### config.mk
export PLATFORM = sky130hd
export DESIGN_NAME = vga_bounce_box_flat
export DESIGN_NICKNAME = d
export VERILOG_FILES = /design/src/rtl/vga_pkg.sv /design/src/rtl/vga_bounce_box_if.sv /design/src/rtl/bounce_axis.sv /design/src/rtl/vga_bounce_box.sv /design/src/flat_wrapper.sv
export SDC_FILE = /design/constraint.sdc
export NUM_CORES = 1
export LEC_CHECK = 0
export CORE_ASPECT_RATIO = 1.2
export CORE_UTILIZATION = 52
export DETAILED_ROUTE_END_ITERATION = 10
export GPL_TIMING_DRIVEN = 1
export PLACE_DENSITY = 0.78
export SETUP_SLACK_MARGIN = 0.02
export SYNTH_ARGS = -nofsm -noshare
export SYNTH_HDL_FRONTEND = slang
export SYNTH_SLANG_ARGS = --single-unit
### constraint.sdc
create_clock -name clk_i -period 2.5 [get_ports clk_i]
set_clock_uncertainty 0.2 [all_clocks]
set_input_delay 0.25 -clock clk_i [delete_from_list [all_inputs] [get_ports clk_i]]
set_output_delay 0.25 -clock clk_i [all_outputs]
set_load 0.01 [all_outputs]
### src/rtl/vga_pkg.sv
// Shared types and constants for the bouncing-box pixel stage.
// Optional build macro: VGA_BOX_BORDER_EN (white frame on active-area edges).
package vga_pkg;

    typedef struct packed {
        logic [3:0] r;
        logic [3:0] g;
        logic [3:0] b;
    } rgb_t;

    typedef enum logic {FWD, REV} dir_e;

    localparam int H_ACTIVE_C = 640;
    localparam int V_ACTIVE_C = 480;

    // red, green, blue, yellow, cyan, magenta, white, orange
    localparam rgb_t PALETTE [8] = '{
        12'hF00, 12'h0F0, 12'h00F, 12'hFF0,
        12'h0FF, 12'hF0F, 12'hFFF, 12'hF80
    };

endpackage

### src/rtl/vga_bounce_box_if.sv
// Timer-to-connector bundle: sync/visible/position in, RGB and syncs out.
// slave is the pixel stage; master is the timing/source side.
interface vga_bounce_box_if;

    logic       hsync_i;
    logic       vsync_i;
    logic       visible_i;
    logic [9:0] position_x_i;
    logic [9:0] position_y_i;
    logic       vga_hsync_o;
    logic       vga_vsync_o;
    logic [3:0] vga_red_o;
    logic [3:0] vga_green_o;
    logic [3:0] vga_blue_o;

    modport slave (
        input  hsync_i, vsync_i, visible_i,
        input  position_x_i, position_y_i,
        output vga_hsync_o, vga_vsync_o,
        output vga_red_o, vga_green_o, vga_blue_o
    );

    modport master (
        output hsync_i, vsync_i, visible_i,
        output position_x_i, position_y_i,
        input  vga_hsync_o, vga_vsync_o,
        input  vga_red_o, vga_green_o, vga_blue_o
    );

endinterface

### src/rtl/bounce_axis.sv
// One axis of box motion: saturating step toward a wall, then reverse.
// bounce_o is combinational and only valid in the event cycle.
module bounce_axis
    import vga_pkg::*;
#(
    parameter int ACTIVE   = 640,
    parameter int BOX_SIZE = 32,
    parameter int STEP     = 1
) (
    input  logic        clk_i,
    input  logic        rst_i,
    input  logic        event_i,
    input  logic        pause_i,
    output logic [10:0] pos_o,
    output logic        bounce_o
);

    localparam logic [10:0] LIM    = 11'(ACTIVE - BOX_SIZE);
    localparam logic [10:0] STEP_C = 11'(STEP);

    dir_e        state_q, state_d;
    logic [10:0] pos_q, pos_d;

    always_ff @(posedge clk_i) begin
        if (rst_i) begin
            state_q <= FWD;
            pos_q   <= '0;
        end else begin
            state_q <= state_d;
            pos_q   <= pos_d;
        end
    end

    always_comb begin
        state_d  = state_q;
        pos_d    = pos_q;
        bounce_o = 1'b0;
        if (event_i && !pause_i) begin
            unique case (state_q)
                FWD: begin
                    if (pos_q + STEP_C > LIM) begin
                        pos_d    = LIM;
                        state_d  = REV;
                        bounce_o = 1'b1;
                    end else begin
                        pos_d = pos_q + STEP_C;
                    end
                end
                REV: begin
                    if (pos_q < STEP_C) begin
                        pos_d    = '0;
                        state_d  = FWD;
                        bounce_o = 1'b1;
                    end else begin
                        pos_d = pos_q - STEP_C;
                    end
                end
                default: state_d = FWD;
            endcase
        end
    end

    assign pos_o = pos_q;

endmodule

### src/rtl/vga_bounce_box.sv
// Two-stage pixel generator drawing a bouncing, colour-cycling square.
// Build with VGA_BOX_BORDER_EN to add a white active-area border.
module vga_bounce_box
    import vga_pkg::*;
#(
    parameter int          H_ACTIVE = H_ACTIVE_C,
    parameter int          V_ACTIVE = V_ACTIVE_C,
    parameter int          BOX_SIZE = 32,
    parameter int          STEP     = 1,
    parameter logic [11:0] BG_RGB   = 12'h000
) (
    input  logic            clk_i,
    input  logic            rst_i,
    input  logic            pause_i,
    vga_bounce_box_if.slave vga,
    output logic            frame_tick_o
);

    localparam logic [10:0] BOX_C = 11'(BOX_SIZE);

    logic        evt;
    logic [10:0] px, py;
    logic [10:0] box_x, box_y;
    logic        bnc_x, bnc_y;
    logic [2:0]  ci_q;

    assign px  = {1'b0, vga.position_x_i};
    assign py  = {1'b0, vga.position_y_i};
    // first blanking line start: box moves while nothing is displayed
    assign evt = (px == 11'd0) && (py == 11'(V_ACTIVE));

    bounce_axis #(
        .ACTIVE(H_ACTIVE), .BOX_SIZE(BOX_SIZE), .STEP(STEP)
    ) u_axis_x (
        .clk_i, .rst_i, .event_i(evt), .pause_i,
        .pos_o(box_x), .bounce_o(bnc_x)
    );

    bounce_axis #(
        .ACTIVE(V_ACTIVE), .BOX_SIZE(BOX_SIZE), .STEP(STEP)
    ) u_axis_y (
        .clk_i, .rst_i, .event_i(evt), .pause_i,
        .pos_o(box_y), .bounce_o(bnc_y)
    );

    always_ff @(posedge clk_i) begin
        if (rst_i) begin
            frame_tick_o <= 1'b0;
            ci_q         <= '0;
        end else begin
            frame_tick_o <= evt;
            if (bnc_x || bnc_y) ci_q <= ci_q + 3'd1;
        end
    end

    logic hs1, vs1, vis1, in1, edge1;
    logic in_x, in_y, edge_d;

    assign in_x = (px >= box_x) && (px < box_x + BOX_C);
    assign in_y = (py >= box_y) && (py < box_y + BOX_C);

`ifdef VGA_BOX_BORDER_EN
    assign edge_d = (px == 11'd0) || (px == 11'(H_ACTIVE - 1))
                 || (py == 11'd0) || (py == 11'(V_ACTIVE - 1));
`else
    assign edge_d = 1'b0;
`endif

    always_ff @(posedge clk_i) begin
        if (rst_i) begin
            hs1   <= 1'b1;
            vs1   <= 1'b1;
            vis1  <= 1'b0;
            in1   <= 1'b0;
            edge1 <= 1'b0;
        end else begin
            hs1   <= vga.hsync_i;
            vs1   <= vga.vsync_i;
            vis1  <= vga.visible_i;
            in1   <= in_x && in_y;
            edge1 <= edge_d;
        end
    end

    rgb_t rgb_d, rgb_q;
    logic hs2, vs2;

    always_comb begin
        rgb_d = '0;
        if (vis1) begin
            if (in1) rgb_d = PALETTE[ci_q];
            else     rgb_d = BG_RGB;
            if (edge1) rgb_d = 12'hFFF;
        end
    end

    always_ff @(posedge clk_i) begin
        if (rst_i) begin
            hs2   <= 1'b1;
            vs2   <= 1'b1;
            rgb_q <= '0;
        end else begin
            hs2   <= hs1;
            vs2   <= vs1;
            rgb_q <= rgb_d;
        end
    end

    assign vga.vga_hsync_o = hs2;
    assign vga.vga_vsync_o = vs2;
    assign vga.vga_red_o   = rgb_q.r;
    assign vga.vga_green_o = rgb_q.g;
    assign vga.vga_blue_o  = rgb_q.b;

endmodule

### src/flat_wrapper.sv
// flat-port wrapper written by rule: the top's interface ports become plain ports
module vga_bounce_box_flat import vga_pkg::*;
#(
    parameter int          H_ACTIVE = H_ACTIVE_C,
    parameter int          V_ACTIVE = V_ACTIVE_C,
    parameter int          BOX_SIZE = 32,
    parameter int          STEP     = 1,
    parameter logic [11:0] BG_RGB   = 12'h000
)
  (clk_i, rst_i, pause_i, frame_tick_o, vga_hsync_i, vga_vsync_i, vga_visible_i, vga_position_x_i, vga_position_y_i, vga_vga_hsync_o, vga_vga_vsync_o, vga_vga_red_o, vga_vga_green_o, vga_vga_blue_o);
  vga_bounce_box_if vga_i ();
  input  logic clk_i;
  input  logic rst_i;
  input  logic pause_i;
  output logic frame_tick_o;
  input wire logic [$bits(vga_i.hsync_i)-1:0] vga_hsync_i;
  input wire logic [$bits(vga_i.vsync_i)-1:0] vga_vsync_i;
  input wire logic [$bits(vga_i.visible_i)-1:0] vga_visible_i;
  input wire logic [$bits(vga_i.position_x_i)-1:0] vga_position_x_i;
  input wire logic [$bits(vga_i.position_y_i)-1:0] vga_position_y_i;
  output wire logic [$bits(vga_i.vga_hsync_o)-1:0] vga_vga_hsync_o;
  output wire logic [$bits(vga_i.vga_vsync_o)-1:0] vga_vga_vsync_o;
  output wire logic [$bits(vga_i.vga_red_o)-1:0] vga_vga_red_o;
  output wire logic [$bits(vga_i.vga_green_o)-1:0] vga_vga_green_o;
  output wire logic [$bits(vga_i.vga_blue_o)-1:0] vga_vga_blue_o;
  assign vga_i.hsync_i = vga_hsync_i;
  assign vga_i.vsync_i = vga_vsync_i;
  assign vga_i.visible_i = vga_visible_i;
  assign vga_i.position_x_i = vga_position_x_i;
  assign vga_i.position_y_i = vga_position_y_i;
  assign vga_vga_hsync_o = vga_i.vga_hsync_o;
  assign vga_vga_vsync_o = vga_i.vga_vsync_o;
  assign vga_vga_red_o = vga_i.vga_red_o;
  assign vga_vga_green_o = vga_i.vga_green_o;
  assign vga_vga_blue_o = vga_i.vga_blue_o;
  vga_bounce_box #(.H_ACTIVE(H_ACTIVE), .V_ACTIVE(V_ACTIVE), .BOX_SIZE(BOX_SIZE), .STEP(STEP), .BG_RGB(BG_RGB)) u_core (.clk_i(clk_i), .rst_i(rst_i), .pause_i(pause_i), .vga(vga_i), .frame_tick_o(frame_tick_o));
endmodule
==> results of run 1 <==
[stage by stage]
step / hold slack [ns] / setup TNS, ns / cell area (um^2) / setup WS, ns / total power, uW
CTS: 0.2216 / 0 / 4686 / 0.02052 / 1290
finish: 0.2189 / 0 / 4841 / 0.02761 / 1289
global placement: 0.1919 / -1.505 / 4562 / -0.1845 / 843.5
global route: 0.2398 / -0.08256 / 4841 / -0.04406 / 1353
detailed placement: 0.2049 / -3.670 / 4562 / -0.2803 / 854.4
floorplan: 0.1538 / 0 / 3685 / 0.09018 / 734.3
[Yosys cell counts, types with 3 or more instances]
| master | n | area (um^2) |
|---|---|---|
| sky130_fd_sc_hd__dfxtp_1 | 38 | 760.7 |
| sky130_fd_sc_hd__xnor2_1 | 15 | 131.4 |
| sky130_fd_sc_hd__nand2b_1 | 5 | 31.28 |
| sky130_fd_sc_hd__a221oi_1 | 4 | 35.03 |
| sky130_fd_sc_hd__o21a_1 | 7 | 52.55 |
| sky130_fd_sc_hd__o21ai_0 | 21 | 105.1 |
| sky130_fd_sc_hd__ha_1 | 45 | 563.0 |
| sky130_fd_sc_hd__buf_4 | 14 | 105.1 |
| sky130_fd_sc_hd__a211oi_2 | 4 | 50.05 |
| sky130_fd_sc_hd__nand3_1 | 19 | 95.09 |
| sky130_fd_sc_hd__or3_1 | 4 | 25.02 |
| sky130_fd_sc_hd__nor3_2 | 3 | 30.03 |
| sky130_fd_sc_hd__buf_6 | 4 | 45.04 |
| sky130_fd_sc_hd__o21ai_1 | 4 | 20.02 |
| sky130_fd_sc_hd__and2_1 | 3 | 18.77 |
| sky130_fd_sc_hd__nand4_1 | 14 | 87.58 |
| sky130_fd_sc_hd__a31oi_1 | 5 | 31.28 |
| sky130_fd_sc_hd__a211oi_1 | 10 | 75.07 |
| sky130_fd_sc_hd__inv_1 | 37 | 138.9 |
| sky130_fd_sc_hd__nor2b_1 | 5 | 31.28 |
| sky130_fd_sc_hd__a21oi_1 | 35 | 175.2 |
| sky130_fd_sc_hd__o31a_1 | 4 | 35.03 |
| sky130_fd_sc_hd__buf_2 | 12 | 60.06 |
| sky130_fd_sc_hd__or4_1 | 3 | 22.52 |
| sky130_fd_sc_hd__nand2_1 | 24 | 90.09 |
| sky130_fd_sc_hd__a211o_1 | 4 | 35.03 |
| sky130_fd_sc_hd__or2_2 | 5 | 31.28 |
| sky130_fd_sc_hd__o211ai_1 | 5 | 37.54 |
| sky130_fd_sc_hd__nor2_1 | 27 | 101.4 |
| sky130_fd_sc_hd__clkbuf_1 | 8 | 30.03 |
| sky130_fd_sc_hd__nor3_1 | 15 | 75.07 |
| sky130_fd_sc_hd__nor4_1 | 5 | 31.28 |
[power groups by stage]
stage                     combinational, uW  sequential, uW  clock (uW)
after CTS                               224             619         448
after global routing                    250             617         485
final                                   230             617         443
after detailed placement                222             633           0
after floorplan                         106             628           0
after global placement                  211             632           0
[worst reg2reg max path, cell delays in order (launching register included)]
cell and delay (ns):
sky130_fd_sc_hd__dfxtp_4 0.36, sky130_fd_sc_hd__buf_6 0.14, sky130_fd_sc_hd__a211o_1 0.30, sky130_fd_sc_hd__a211oi_2 0.22, sky130_fd_sc_hd__o221ai_2 0.17, sky130_fd_sc_hd__a211oi_4 0.35
sky130_fd_sc_hd__nor2_4 0.07, sky130_fd_sc_hd__a32oi_1 0.22, sky130_fd_sc_hd__mux2_1 0.33
[layout make-up]
class | count | area (um^2) | area share
multi-input combinational | 348 | 2639 | 0.5451
timing repair buffer | 127 | 1076 | 0.2223
sequential | 38 | 779.5 | 0.1610
inverter | 39 | 146.4 | 0.03024
tap | 87 | 108.9 | 0.02249
clock buffer | 7 | 86.33 | 0.01783
clock inverter | 1 | 5.005 | 0.001034
[what timing repair did]
item | 4_1_cts | 5_1_grt
hold endpoints to repair | 0 | 0
gates resized for setup | 8 | 33
hold buffers | 0 | 0
setup buffers | 1 | 5
pin swaps | 6 | 17
setup endpoints to repair | 2 | 22
[flip-flops by register name (all words and copies together) (netlist names)]
signal and count:
u_core.ci_q 3, u_core.frame_tick_o 1, u_core.hs1 1, u_core.in1 1, u_core.u_axis_x.pos_o 11, u_core.u_axis_x.state_q 1, u_core.u_axis_y.pos_o 11, u_core.u_axis_y.state_q 1
u_core.vga.vga_blue_o 1, u_core.vga.vga_green_o 2, u_core.vga.vga_hsync_o 1, u_core.vga.vga_red_o 1, u_core.vga.vga_vsync_o 1, u_core.vis1 1, u_core.vs1 1
[worst max-delay path by stage]
stage                                  start                        to  cells after the start
finish              u_core.u_axis_y.pos_o[1]            u_core.ci_q[2]                      8
global route        u_core.u_axis_y.pos_o[0]            u_core.ci_q[2]                      8
CTS                 u_core.u_axis_y.pos_o[1]  u_core.u_axis_y.pos_o[3]                     10
detailed placement       vga_position_y_i[1]  u_core.u_axis_x.pos_o[7]                      9
global placement         vga_position_y_i[1]  u_core.u_axis_x.pos_o[7]                      9
floorplan           u_core.u_axis_y.pos_o[0]            u_core.ci_q[2]                      8
[per-layer routing]
metal / share of wire / vias to the layer above / wire, um / track usage
li1: - / 1891 / - / -
met1: 0.41 / 1840 / 4210 / 0.3007
met2: 0.54 / 101 / 5594 / 0.5486
met3: 0.029 / 29 / 304 / 0.03592
met4: 0.027 / 0 / 279 / 0.1091
met5: 0 / - / 0 / 0
[kinds of logic after synthesis]
| kind of cell | Yosys count | synth area share |
|---|---|---|
| flops | 38 | 0.2065 |
| compound gates | 137 | 0.2666 |
| fa+ha+maj | 45 | 0.1528 |
| mux | 5 | 0.01494 |
| xor+xnor | 15 | 0.03565 |
| buf+inv | 77 | 0.1049 |
| simple gates | 146 | 0.2187 |
==> summary by stage, run 1 <==
Status
The flow ran to the end, and the final reports show no timing, DRC or antenna violations.

Power
The internal power of the cells totals roughly 960 uW. In this run the power density over the cells is 266.3 mW/mm^2. Of the total power, the clock network draws 0.343.

The part of the total power dissipated in sequential elements is 0.478. The combinational share of power is 0.178. The cell leakage power is between 0.0015 and 0.002 uW. Of the total power, the share spent switching nets is 0.2568.

The worst supply voltage drop on vdd is 0.2407 mV. Summed over all nets, the switching power comes to between 300 and 400 uW.

Timing
Setup violations remaining at the end of the flow were counted as 0. For the pin with the worst max-slew slack, the measured transition is around 0.53 ns. The number of hold violations in the final report is 0. Measured against its own limit, the worst slew margin works out to 0.6485. For this run, the top clock speed supported by timing is ~400 MHz.

The final max-slew violation count is 0. The final critical delay including setup and external delays is 2.472 ns. Setup repair after global routing could not meet its margin everywhere. In the finished design, the share of the clock period the worst path needs comes to 0.9890.

Final layout
In the layout the commonest cells are sky130_fd_sc_hd__buf_4 (82), sky130_fd_sc_hd__ha_1 (43), sky130_fd_sc_hd__clkdlybuf4s50_1 (40). The number of standard cells in the final layout excluding fillers is approximately 650. For this run, the post-layout net count is between 600 and 700.

Of the cells placed in the final design, the portion with a size suffix greater than 1 is 0.2625. The most frequent standard cell in the layout excluding fill and tap cells is sky130_fd_sc_hd__buf_4. The signed area change from the synthesized netlist to the final layout is 31.38%.

At the end of the flow the core is filled with cells to 0.7063. The count of inserted antenna diode cells is 0. The number of filler cells placed in the layout is between 500 and 600.

Synth
The synthesized cell area is approximately 0.0037 mm^2. In this run, synthesis produced a sequential element count of 38. Among all flip-flop cells after synthesis, the most frequent one is sky130_fd_sc_hd__dfxtp_1. Counting flops with a built-in enable in the synthesized netlist gives 0. After synthesis, the netlist uses 73 different library cells. Synthesis produced between 400 and 500 cells.

The mean instance size in the synthesized netlist is around 8.0 um^2. When the netlist entered floorplanning its net count stood at about 530. The share of the Yosys chip area taken by registers is 0.2065. The count of synthesis-stage warnings from yosys is 0. In the synthesized netlist the async set-or-reset flop fraction comes to 0.

Worst setup path
The worst setup path is captured at a register. The cell with the largest stage delay on the worst path is sky130_fd_sc_hd__dfxtp_4. Together, buffers and inverters on the worst path number 1. At the worst endpoint, the arrival time is around 2.5 ns. The required time at the endpoint of the critical path is 2.47 ns. The worst setup slack for register-to-register paths is ~0.028 ns.

Traced cell by cell, the critical path runs through buf_6, a211o_1, a211oi_2, o221ai_2, a211oi_4, nor2_4, a32oi_1, mux2_1. The setup path with the least slack is of type register to register. The endpoint identified for the worst register-to-register timing path is u_core.ci_q[2]. Along the worst path, the maximum fanout reaches 9. Among cell families on the critical path, the largest total delay comes from compound AO/OA/AOI/OAI gates. The logic depth of the worst register-to-register path is 8.

The worst reg2reg path startpoint is u_core.u_axis_y.pos_o[1]. For this run, the slowest stage of the critical path takes 0.36 ns. The worst setup path is launched from a register.

Min path
The worst min-delay path endpoint is u_core.vga.vga_vsync_o. The startpoint identified for the worst hold timing path is u_core.vs1. The path class of the tightest hold or removal check is register to register. The cell count of the worst hold path is 1.

Floorplan
In this run the horizontal extent of the chip is between 70 and 80 um. 41 I/O pins were placed. The region available for standard cell placement spans roughly 0.0069 mm^2. The floorplan step set the die height to 94.22 um. The floorplan has 33 rows.

The initial utilization of the core area, before any placement, comes to 0.5376. The die covers roughly 0.0074 mm^2.

CTS
The cell sitting at the root of the clock tree is a sky130_fd_sc_hd__clkbuf_8. The clock tree from TritonCTS is yes. The clock transition at the register clock pins on the worst setup and hold paths after CTS is approximately 0.070 ns.

The clock latency on the worst-skew pair is 0.30 ns. The clock drives 38 sinks. CTS built an H-tree with a depth of 2.

The number of buffers on the longest clock path is 2. In this run, CTS created clock tree buffers numbering 5.

GRT
The global routing usage summed across all routing layers is 0.2811. The number of global-route vias before repair is ~3600. The number of antenna violations at the first check in global routing is 0.

The first global-routing pass estimated approximately 17 mm of wire. The overflow left after global routing is 0. The maximum number of pins on one net before global-route repair is 39.

Placement
The HPWL after detailed placement is about 8.0 mm. The number of port buffers is 40. After detailed placement, the design holds a cell count of 633. The routability congestion estimate from global placement is roughly 0.9.

Detailed routing
The routed via count divided by cell count is 5.968. Dividing the detail-routed wire length by the instance count gives around 16 um. Summing over every cut layer, the via total after detailed routing is approximately 3900. The length of the first detailed-routing pass in iterations is 5. The final antenna-violating net count is 0. For this block, the initial DRC count from the detailed router was 206. The total routed wirelength is just over 10 mm.

For this run, design rule violations remaining after detail routing come to 0.

Run
Max-cap violations in this run came to 0.
Power figures use the tool's default switching activity.
==> run 2, diff against run 1 <==
--- a/config.mk
+++ b/config.mk
@@ -6,11 +6,12 @@
 export NUM_CORES = 1
 export LEC_CHECK = 0
 export CORE_ASPECT_RATIO = 1.2
-export CORE_UTILIZATION = 52
+export CORE_UTILIZATION = 58
 export DETAILED_ROUTE_END_ITERATION = 10
 export GPL_TIMING_DRIVEN = 1
-export PLACE_DENSITY = 0.78
+export PLACE_DENSITY = 0.82
 export SETUP_SLACK_MARGIN = 0.02
 export SYNTH_ARGS = -nofsm -noshare
 export SYNTH_HDL_FRONTEND = slang
+export SYNTH_HIERARCHICAL = 1
 export SYNTH_SLANG_ARGS = --single-unit
==> constraint.sdc (replaced) <==
create_clock -name clk_i -period 2.4 [get_ports clk_i]
set_clock_uncertainty 0.2 [all_clocks]
set_input_delay 0.24 -clock clk_i [delete_from_list [all_inputs] [get_ports clk_i]]
set_output_delay 0.24 -clock clk_i [all_outputs]
set_load 0.01 [all_outputs]
==> summary by stage, run 2 <==
Status
The flow ran to the end, but the final reports show violations. The final reports fail on negative setup slack.

Timing
The slew of the pin with the lowest slew margin was 0.4577 ns (-0.06890 ns). The maximum clock rate is 405.6 MHz (+0.28%). The final max-slew violation count was 0 (unchanged).

The headroom to the max-slew limit is 0.6906 (+0.04212). Setup repair after global routing could not meet its margin everywhere. The portion of the clock cycle consumed by the worst path in the final layout is 1.027 (+0.03836). The number of hold violations in the final report is 0 (unchanged).

The final critical delay including setup and external delays is 2.466 ns (-0.006830 ns). The final setup violation count came to 4 (+4). The worst setup margin is -0.06556 ns (-0.09317 ns).

Min path
The class of the tightest hold or removal check is primary input to register. The cell count of the worst hold path is 5 (+4).

Final layout
Leaving out fill and tap cells, the most frequent cell in the layout is sky130_fd_sc_hd__buf_4. The multi-input combinational cell area is 0.002895 mm^2 (+9.7%). Compared with the post-synthesis result, the final layout area differs by 36.36%. The storage element area is 775.7 um^2 (-0.48%).

The number of filler cells placed in the layout is 358 (-37%). Leaving out fill and tap cells, the most frequent cells in the layout are sky130_fd_sc_hd__buf_4 (87), sky130_fd_sc_hd__ha_1 (40), sky130_fd_sc_hd__clkdlybuf4s50_1 (39). The layout cell share with drive strength beyond 1 was 0.2784 (+0.01594). The number of nets at the end of the flow is 657 (+4.3%).

The total non-filler cell area in the finished layout was 0.005134 mm^2 (+6.0%). The count of inserted antenna diode cells is 0 (unchanged).

Power
The combinational share of power is 0.175 (-0.003). The net load switching power is 393.5 uW (+19%). The power density over the cells is 306.4 mW/mm^2 (+15%). The final total power is 1573 uW (+22%). The total internal power was 1179 uW (+23%). The part of the total power dissipated in sequential elements was 0.408 (-0.070). The net switching fraction of the power was 0.2502 (-0.006647). The cell leakage power came to 0.001994 uW (+2.4%). The worst supply voltage drop on vdd was 0.3353 mV (+39%).

The relative contribution of the clock network to total power came to 0.417 (+0.074).

CTS
The sink count of the clock tree is 38 (unchanged). The clock transition at the register clock pins on the worst setup and hold paths after CTS is 0.09 ns (+0.02 ns). The post-cts hold buffer count is 0 (unchanged). The H-tree depth reported by CTS is 2 (unchanged). The tree is rooted in a sky130_fd_sc_hd__clkbuf_8. TritonCTS built the clock tree. The number of buffers on the longest clock path is 2 (unchanged). The clock latency on the worst-skew pair is 0.30 ns (about the same). The number of buffers added by the clock tree synthesis step is 5 (unchanged).

Detailed routing
The routed via count divided by cell count was 6.328 (+6.0%). The total routed wirelength came to 12.42 mm (+20%). The length of the first detailed-routing pass in iterations is 5 (unchanged). The count of routing violations after the opening detailed-route iteration came to 403 (+96%). The final antenna-violating net count is 0 (unchanged). The routed length per instance is 18.50 um (+15%). The post-route DRC violation count is 0 (unchanged). The total number of vias is 4246 (+10%).

GRT
The number of global-route vias before repair is 4181 (+15%). The global-route wire length before repair was 18.66 mm (+12%). The overflow left after global routing is 0 (unchanged). The maximum number of pins on one net before global-route repair is 20 (-49%). The global routing usage summed across all routing layers came to 0.3479 (+0.06686). The number of antenna violations at the first check in global routing is 0 (unchanged).

Synth
The fraction of the yosys area taken by sequential cells is 0.2021 (-0.004391). The synthesized design spends more area on one cell type than any other, namely sky130_fd_sc_hd__dfxtp_1. The post-synthesis instance total was 486 (+5.0%). The mean instance size in the synthesized netlist came to 7.747 um^2 (-2.7%). The synthesized netlist net count is 555 (+3.9%). The cell with the most instances after synthesis is sky130_fd_sc_hd__ha_1.

The count of synthesis-stage warnings from yosys is 6 (+6). Ranked by instance count, the synthesized netlist is headed by sky130_fd_sc_hd__ha_1 (43), sky130_fd_sc_hd__nor2_1 (40), sky130_fd_sc_hd__dfxtp_1 (38), sky130_fd_sc_hd__inv_1 (35), sky130_fd_sc_hd__a21oi_1 (31). The number of distinct library cells after synthesis is 74 (+1.4%). The top-area cell type share of the netlist area is 0.2021 (-0.004391). The number of synthesized flops with an enable pin is 0 (unchanged). The share of synthesized flip-flops with an asynchronous set or reset was 0 (unchanged). The synthesized cell area is 0.003765 mm^2 (+2.2%). The most used flip-flop cell after synthesis is sky130_fd_sc_hd__dfxtp_1. The number of register bits inferred by synthesis is 38 (unchanged).

In the post-synthesis netlist, the biggest area contributors are sky130_fd_sc_hd__dfxtp_1 (20%), sky130_fd_sc_hd__ha_1 (14%), sky130_fd_sc_hd__a21oi_1 (4.1%).

Floorplan
The number of placement rows is 31 (-6.1%). The y dimension of the die is 90.26 um (-4.2%). The starting density of the core came to 0.6105 (+0.07286). The die area is 0.006818 mm^2 (-8.2%). The number of ports placed on the die boundary came to 41 (unchanged). The placeable core region is 0.006167 mm^2 (-10%). The horizontal extent of the die came to 75.55 um (-4.2%).

Placement
The placement-stage cell area is 0.004742 mm^2 (+3.9%). The routability congestion estimate from global placement is 1.030 (+12%). The number of port buffers is 40 (unchanged). The HPWL after detailed placement is 8.603 mm (+7.3%).

Worst setup path
STA classifies the critical path endpoint as a register. The worst endpoint data arrival time is 2.49 ns (+0.04 ns). The worst setup path is of the register to register kind. The maximum fanout along the worst path is 8 (-1). The logic depth of the worst register-to-register path came to 10 (+2). The type of element launching the critical path is a register. The required time at the endpoint of the critical path came to 2.42 ns (-0.05 ns).

Run
The count of maximum capacitance violations is 0 (unchanged).
-- run 2: cell count changes after synthesis, moves of 5 or more --
| cell | delta |
|---|---|
| sky130_fd_sc_hd__a211oi_1 | -6 |
| sky130_fd_sc_hd__a21o_1 | +5 |
| sky130_fd_sc_hd__nand4_1 | -9 |
| sky130_fd_sc_hd__buf_4 | -5 |
| sky130_fd_sc_hd__o21ai_1 | +6 |
| sky130_fd_sc_hd__nor2_1 | +13 |
| sky130_fd_sc_hd__xor2_1 | +8 |
| sky130_fd_sc_hd__a31oi_1 | +5 |
| sky130_fd_sc_hd__nand2_1 | +6 |
| sky130_fd_sc_hd__and3_1 | +6 |
-- run 2: kinds of logic after synthesis --
family / Yosys count / synth area share
xor+xnor: 24 / 0.05583
compound gates: 129 / 0.2433
flops: 38 / 0.2021
simple gates: 178 / 0.2582
fa+ha+maj: 43 / 0.1429
buf+inv: 70 / 0.08640
mux: 4 / 0.01130
-- run 2: metrics by stage --
step	setup TNS (ns)	hold WS, ns	instances	setup slack, ns	util
final	-0.1952	0.2096	671	-0.06556	0.8324
after global routing	-0.6278	0.2302	671	-0.1067	0.8324
after detailed placement	-3.677	0.1992	656	-0.2961	0.7689
after floorplan	0	0.1438	486	0.01776	-
after global placement	-2.910	0.1914	656	-0.2482	0.7689
after CTS	0	0.2191	668	0.008723	0.7977
-- run 2: repair_timing --
action	in CTS	in global routing
resized for setup	4	40
pin swaps	3	14
setup endpoints to repair	5	18
setup buffers	4	3
-- run 2: area by class of cell --
cell class | count | share of cell area
Clock buffer | 7 | 0.02096
Clock inverter | 1 | 0.005849
Inverter | 36 | 0.02632
Multi-Input combinational cell | 378 | 0.5640
Sequential cell | 38 | 0.1511
Tap cell | 82 | 0.01999
Timing Repair Buffer | 129 | 0.2118
-- run 2: worst paths after layout --
kind / from / end / slack, ns
worst max-delay path: u_core/u_axis_x/pos_o[1] / u_core/ci_q[1] / -0.07
worst min-delay path: vga_position_y_i[4] / u_core/frame_tick_o / 0.21
worst max register to register: u_core/u_axis_x/pos_o[1] / u_core/ci_q[1] / -0.07
worst min register to register: u_core/vs1 / u_core/vga.vga_vsync_o / 0.22
-- run 2: power by group through the flow --
stage,sequential [uW],combinational (uW),clock (uW)
6_report,642,275,656
5_1_grt,643,298,681
4_1_cts,642,259,658
3_5_place_dp,656,255,0
3_3_place_gp,656,244,0
2_1_floorplan,656,119,0
-- run 2: metal layers --
metal / part of all wire / global-route usage
met1: 0.37 / 0.3830
met2: 0.50 / 0.6228
met3: 0.069 / 0.05692
met4: 0.062 / 0.1651
met5: 0 / 0
-- run 2: critical path: stages (launching register included) --
cell                       delay [ns]
sky130_fd_sc_hd__dfxtp_4         0.42
sky130_fd_sc_hd__ha_4            0.20
sky130_fd_sc_hd__buf_4           0.14
sky130_fd_sc_hd__nand2_1         0.06
sky130_fd_sc_hd__o21ai_0         0.33
sky130_fd_sc_hd__o311ai_2        0.12
sky130_fd_sc_hd__and3b_2         0.26
sky130_fd_sc_hd__a21boi_4        0.19
sky130_fd_sc_hd__and2_4          0.20
sky130_fd_sc_hd__o21ai_0         0.09
sky130_fd_sc_hd__a21oi_1         0.19
==> run 3, diff against run 2 <==
--- a/config.mk
+++ b/config.mk
@@ -5,6 +5,7 @@
 export SDC_FILE = /design/constraint.sdc
 export NUM_CORES = 1
 export LEC_CHECK = 0
+export CAP_MARGIN = 30
 export CORE_ASPECT_RATIO = 1.2
 export CORE_UTILIZATION = 58
 export DETAILED_ROUTE_END_ITERATION = 10
==> constraint.sdc (replaced) <==
create_clock -name clk_i -period 2.6 [get_ports clk_i]
set_clock_uncertainty 0.2 [all_clocks]
set_input_delay 0.26 -clock clk_i [delete_from_list [all_inputs] [get_ports clk_i]]
set_output_delay 0.26 -clock clk_i [all_outputs]
set_load 0.01 [all_outputs]
==> summary by stage, run 3 (same netlist as run 2, synthesis figures left out) <==
Run
The count of maximum capacitance violations is 0 (unchanged).

CTS
TritonCTS built the clock tree. The H-tree depth reported by CTS is 2 (unchanged). The number of buffers on the longest clock path is 2 (unchanged). The number of buffers added by the clock tree synthesis step is 5 (unchanged). The clock latency on the worst-skew pair came to 0.29 ns (about the same). The clock transition at the register clock pins on the worst setup and hold paths after CTS is 0.08 ns (about the same).

The post-cts hold buffer count came to 0 (unchanged). The sink count of the clock tree is 38 (unchanged). The clock tree root driver cell is sky130_fd_sc_hd__clkbuf_8.

Timing
The headroom to the max-slew limit came to 0.5978 (-0.09281). The portion of the clock cycle consumed by the worst path in the final layout is 0.9900 (-0.03732). Setup repair after global routing could not meet its margin everywhere.

The final max-slew violation count is 0 (unchanged). The number of hold violations in the final report is 0 (unchanged). The slew of the pin with the lowest slew margin is 0.5950 ns (+0.1373 ns). The final critical delay including setup and external delays is 2.574 ns (+0.1084 ns).

The post-route worst hold slack is 0.2156 ns (+0.005986 ns). The maximum clock rate came to 388.5 MHz (-4.2%). The final setup violation count came to 0 (-4).

Detailed routing
The total routed wirelength was 10.80 mm (-13%). The post-route DRC violation count was 0 (unchanged). The total number of vias is 4112 (-3.2%). The final antenna-violating net count is 0 (unchanged).

The length of the first detailed-routing pass in iterations was 5 (unchanged). The count of routing violations after the opening detailed-route iteration is 417 (+3.5%). The routed length per instance is 16.59 um (-10%).

The routed via count divided by cell count is 6.316 (-0.18%).

Floorplan
The starting density of the core is 0.6105 (unchanged). The y dimension of the die is 90.26 um (unchanged). The placeable core region is 0.006167 mm^2 (unchanged).

The number of ports placed on the die boundary is 41 (unchanged). The number of placement rows came to 31 (unchanged). The die area was 0.006818 mm^2 (unchanged). The horizontal extent of the die is 75.55 um (unchanged).

Final layout
The count of inserted antenna diode cells is 0 (unchanged). The library cell used most frequently in the layout, excluding fill and tap cells, is sky130_fd_sc_hd__buf_4. The storage element area is 767.0 um^2 (-1.1%).

The total non-filler cell area in the finished layout is 0.004813 mm^2 (-6.2%). The signed area change from the synthesized netlist to the final layout is 27.85%. The layout cell share with drive strength beyond 1 is 0.2179 (-0.06051).

The number of filler cells placed in the layout was 416 (+16%). The multi-input combinational cell area was 0.002791 mm^2 (-3.6%). The library cells used most frequently in the layout, excluding fill and tap cells, are sky130_fd_sc_hd__buf_4 (69), sky130_fd_sc_hd__ha_1 (42), sky130_fd_sc_hd__clkdlybuf4s50_1 (40). The number of nets at the end of the flow was 638 (-2.9%).

GRT
The overflow left after global routing is 0 (unchanged). The number of global-route vias before repair is 4031 (-3.6%). The global-route wire length before repair is 17.15 mm (-8.1%). The maximum number of pins on one net before global-route repair is 24 (+20%).

The met1 track utilization from global routing is 0.3534 (-0.02953). The global routing usage summed across all routing layers came to 0.3179 (-0.03005). The global routing stage identified its most utilized layer as met2.

The met3 demand-to-capacity share in global routing is 0.03460 (-0.02232). The number of antenna violations at the first check in global routing is 0 (unchanged). The fraction of met2 tracks used by global routing is 0.5774 (-0.04539).

Power
The part of the total power dissipated in sequential elements is 0.489 (+0.081). The relative contribution of the clock network to total power is 0.324 (-0.093). The power density over the cells is 252.2 mW/mm^2 (-18%). The cell leakage power came to 0.001862 uW (-6.6%). The worst supply voltage drop on vdd is 0.1713 mV (-49%). The combinational share of power is 0.187 (+0.012). The net switching fraction of the power came to 0.2705 (+0.02035).

The total internal power is 885.5 uW (-25%). The net load switching power is 328.4 uW (-17%).

Worst setup path
The required time at the endpoint of the critical path is 2.59 ns (+0.17 ns). The worst setup slack for register-to-register paths is 0.03 ns (+0.09 ns). STA classifies the critical path startpoint as a register. The worst setup path is captured at a register. The maximum fanout along the worst path is 7 (-1). The critical path in this run is classified as register to register. The worst endpoint data arrival time came to 2.56 ns (+0.07 ns).

Placement
The placement-stage cell area is 0.004599 mm^2 (-3.0%). The routability congestion estimate from global placement is 0.9727 (-5.6%). The HPWL after detailed placement is 8.087 mm (-6.0%). The number of port buffers is 40 (unchanged).

Min path
The class of the tightest hold or removal check is register to register.

Status
The run finished with clean final reports.
[run 3: cell types whose count changed in the layout (fill, tap and decap cells not counted), sizes merged]
cell           delta
bufinv            -1
clkdlybuf4s50     +1
clkbuf            -2
dlymetal6s2s      -1
clkinv            +2
buf              -19
[run 3: area by class of cell]
cell class | count | area share
flip-flops and latches | 38 | 0.1593
well taps | 82 | 0.02132
clock buffers | 5 | 0.01430
multi-input cells | 378 | 0.5799
clock inverters | 2 | 0.002080
repair buffers | 110 | 0.1950
inverters | 36 | 0.02807
[run 3: power groups by stage]
stage               logic [uW]  clock network, uW  registers [uW]
finish                     227                393             594
global route               249                429             595
CTS                        221                400             595
detailed placement         218                  0             608
global placement           209                  0             608
floorplan                  110                  0             608
[run 3: through the flow]
stage / total power [uW] / TNS (ns) / utilization / std cells / setup slack, ns
2_1_floorplan: 718.2 / 0 / - / 486 / 0.02314
3_3_place_gp: 816.7 / -0.2467 / 0.7458 / 640 / -0.1097
4_1_cts: 1215 / 0 / 0.7667 / 650 / 0.02733
6_report: 1214 / 0 / 0.7805 / 651 / 0.02599
3_5_place_dp: 826.3 / -0.7688 / 0.7458 / 640 / -0.2121
5_1_grt: 1273 / -0.003514 / 0.7805 / 651 / -0.003514
[run 3: timing repair]
action | CTS | global route
endpoints found under the setup margin | 3 | 7
pin swaps | 0 | 2
gates resized for setup | 6 | 16
buffers inserted | 3 | 1
[run 3: final timing paths]
kind | startpoint | depth (start not counted) | end
worst max-delay path | u_core/u_axis_x/pos_o[1] | 10 | u_core/ci_q[2]
worst min-delay path | u_core/vs1 | 1 | u_core/vga.vga_vsync_o
worst max register to register | u_core/u_axis_x/pos_o[1] | 10 | u_core/ci_q[2]
worst min register to register | u_core/vs1 | 1 | u_core/vga.vga_vsync_o
[run 3: routing by layer]
layer	part of all wire	vias up
met1	0.38	1920
met2	0.51	210
met3	0.060	64
met4	0.046	0
li1	-	1918
met5	0	-
[run 3: worst max-delay path, cell delays in order, from the launching register on]
cell and delay [ns]:
sky130_fd_sc_hd__dfxtp_2 0.42, sky130_fd_sc_hd__ha_4 0.16, sky130_fd_sc_hd__nand3_2 0.11, sky130_fd_sc_hd__o31a_1 0.35, sky130_fd_sc_hd__nor3_2 0.28, sky130_fd_sc_hd__and3b_2 0.30
sky130_fd_sc_hd__a21boi_4 0.09, sky130_fd_sc_hd__and2_4 0.17, sky130_fd_sc_hd__o21ai_1 0.16, sky130_fd_sc_hd__xor2_1 0.18, sky130_fd_sc_hd__nor2_1 0.06
==> patch, RTL diff (config.mk and constraints of run 1) <==
Add an input register stage for `pause_i`, without a reset; this delays it by one clock. The other inputs are not delayed to match.
--- a/src/rtl/vga_bounce_box.sv
+++ b/src/rtl/vga_bounce_box.sv
@@ -19,4 +19,10 @@
     localparam logic [10:0] BOX_C = 11'(BOX_SIZE);
 
+    logic pause_q;
+
+    always_ff @(posedge clk_i) begin
+        pause_q <= pause_i;
+    end
+
     logic        evt;
     logic [10:0] px, py;
@@ -33,5 +39,5 @@
         .ACTIVE(H_ACTIVE), .BOX_SIZE(BOX_SIZE), .STEP(STEP)
     ) u_axis_x (
-        .clk_i, .rst_i, .event_i(evt), .pause_i,
+        .clk_i, .rst_i, .event_i(evt), .pause_i(pause_q),
         .pos_o(box_x), .bounce_o(bnc_x)
     );
@@ -40,5 +46,5 @@
         .ACTIVE(V_ACTIVE), .BOX_SIZE(BOX_SIZE), .STEP(STEP)
     ) u_axis_y (
-        .clk_i, .rst_i, .event_i(evt), .pause_i,
+        .clk_i, .rst_i, .event_i(evt), .pause_i(pause_q),
         .pos_o(box_y), .bounce_o(bnc_y)
     );
Function: changed (Yosys sat finds a counterexample within 4 cycles, from zero or initial values and one cycle with rst_i high).
==> patch against run 1 <==
- synthesized area is 0.54% higher
- wire length is 0.96% lower
- cell count down 1.4%
- via count fell by 0.41%
- worst setup slack improved by 0.0058 ns
- design area down 1.3%
- sequential cell count rose by 1
- total power increased by 7.3%
==> patch: results (changes against run 1) <==
[sta]
worstMarginPinSlew_ns=0.529  ; was 0.527 ns
holdWs_ns=0.222  ; was 0.219 ns

[cts]
cts_buffers=5  ; unchanged
cts.path.max_buffers=2  ; unchanged
path_clk_slew_ns=0.08
htreeDepth=2  ; unchanged
clock_latency_ns=0.29
cts_root_buffer=clkbuf_8  ; unchanged

[layout]
drive_above_1_share=0.252  ; was 0.263
nets=621  ; was 630
diodes=0  ; unchanged

[critical_path]
max_stage_delay_ns=0.37
crit_family=compound AO/OA/AOI/OAI gates  ; unchanged
r2r-end=u_core.ci_q[2]  ; unchanged
critPathMaxFanout=5  ; was 9
arrival_ns=2.44
reg2reg_slack_ns=0.03
reg2reg_depth=8  ; unchanged
r2r-start=u_core.u_axis_y.pos_o[1]  ; unchanged
slowest_stage=dfxtp_4  ; unchanged

[place]
place_congestion=0.918  ; was 0.920
place_ws_ns=-0.188  ; was -0.280 ns
dpl.cell_count=628  ; was 633
place_area_um2=4540  ; was 4560 um^2
portBuffers=40  ; unchanged
place_hpwl_um=7990  ; was 8020 um

[synthesis]
yosysSeqAreaShare=0.211  ; was 0.206
synthTopCellsByCount=ha_1, dfxtp_1, inv_1, a21oi_1, nor2_1  ; unchanged
syn-num-nets=535  ; was 534
yosysUniqueCellTypes=73  ; unchanged
avgSynthCellArea_um2=7.98  ; was 7.96 um^2
yosys_warnings=0  ; unchanged
async_flop_share=0  ; unchanged
synth_area_leaders=dfxtp_1, ha_1, a21oi_1, inv_1, xnor2_1  ; unchanged
ys.flop_type=dfxtp_1  ; unchanged

[hold_path]
hold_start=u_core.vs1  ; unchanged
holdCritPathClass=flop to flop  ; unchanged
hold_path_end=u_core.vga.vga_vsync_o  ; unchanged
hold_path_depth=1  ; unchanged

[routing]
wire_per_inst_um=16.1  ; about the same
drt_iter0_drc=281  ; was 206
viasPerCell=6.03  ; was 5.97
num_vias=3845  ; was 3861
drt_first_pass_iters=7  ; was 5

[power_and_ir_drop]
power.leakage_nw=1.91  ; was 1.95 nW
peakVddDrop_v=0.000331  ; was 0.000241 V

[global_route]
grt_pass1_vias=3603  ; was 3640
grtUsageTotal=0.278  ; was 0.281
grt_pass1_wl_um=16500  ; was 16600 um
grt_overflow=0  ; unchanged
grt_max_degree=39  ; unchanged
antenna_found_initial=0  ; unchanged

[status]
status=finished, final reports clean  ; unchanged

==> patch: changes by cell type after synthesis, sizes merged <==
cell,change
dfxtp,+1
==> patch: worst max path at each step <==
stage	end	startpoint	slack, ns	cells past startpoint
2_1_floorplan	u_core.ci_q[2]	u_core.u_axis_y.pos_o[0]	0.09	8
3_3_place_gp	u_core.u_axis_y.pos_o[9]	vga_position_y_i[1]	-0.17	9
4_1_cts	u_core.ci_q[2]	u_core.u_axis_y.pos_o[0]	-0.006	8
5_1_grt	u_core.ci_q[2]	u_core.u_axis_y.pos_o[0]	-0.09	8
6_report	u_core.ci_q[2]	u_core.u_axis_y.pos_o[1]	0.03	8
3_5_place_dp	u_core.u_axis_y.pos_o[9]	vga_position_y_i[1]	-0.19	9
==> patch: per-layer routing <==
metal	wire length (um)	GRT usage	vias up
li1	-	-	1873
met1	4140	0.299	1826
met2	5380	0.520	112
met3	345	0.0415	34
met4	426	0.142	0
met5	0	0	-
==> patch: power by group <==
part	switching [W]	internal, W
Sequential	0.00000932	0.000626
Combinational	0.0000997	0.000121
Clock	0.000231	0.000297
==> patch: timing repair <==
action | CTS | global route
gates resized for setup | 4 | 32
buffers inserted | 0 | 2
endpoints found under the setup margin | 5 | 19
endpoints found under the hold margin | 0 | 0
pin swaps | 2 | 13
==> patch: cell families after synthesis <==
group | synth area share
AND/OR/NAND/NOR | 0.217
AO/OA/AOI/OAI | 0.265
buffers and inverters | 0.104
adder cells (fa/ha/maj) | 0.152
flip-flops | 0.211
XOR/XNOR | 0.0355
multiplexers | 0.0149
==> patch: cell type report <==
type                       instances  area [um^2]
fill                             578         2080
clock inverter                     3         43.8
sequential                        39          802
clock buffer                       5         68.8
inverter                          39          146
timing repair buffer             117          990
multi-input combinational        348         2620
tap                               87          109
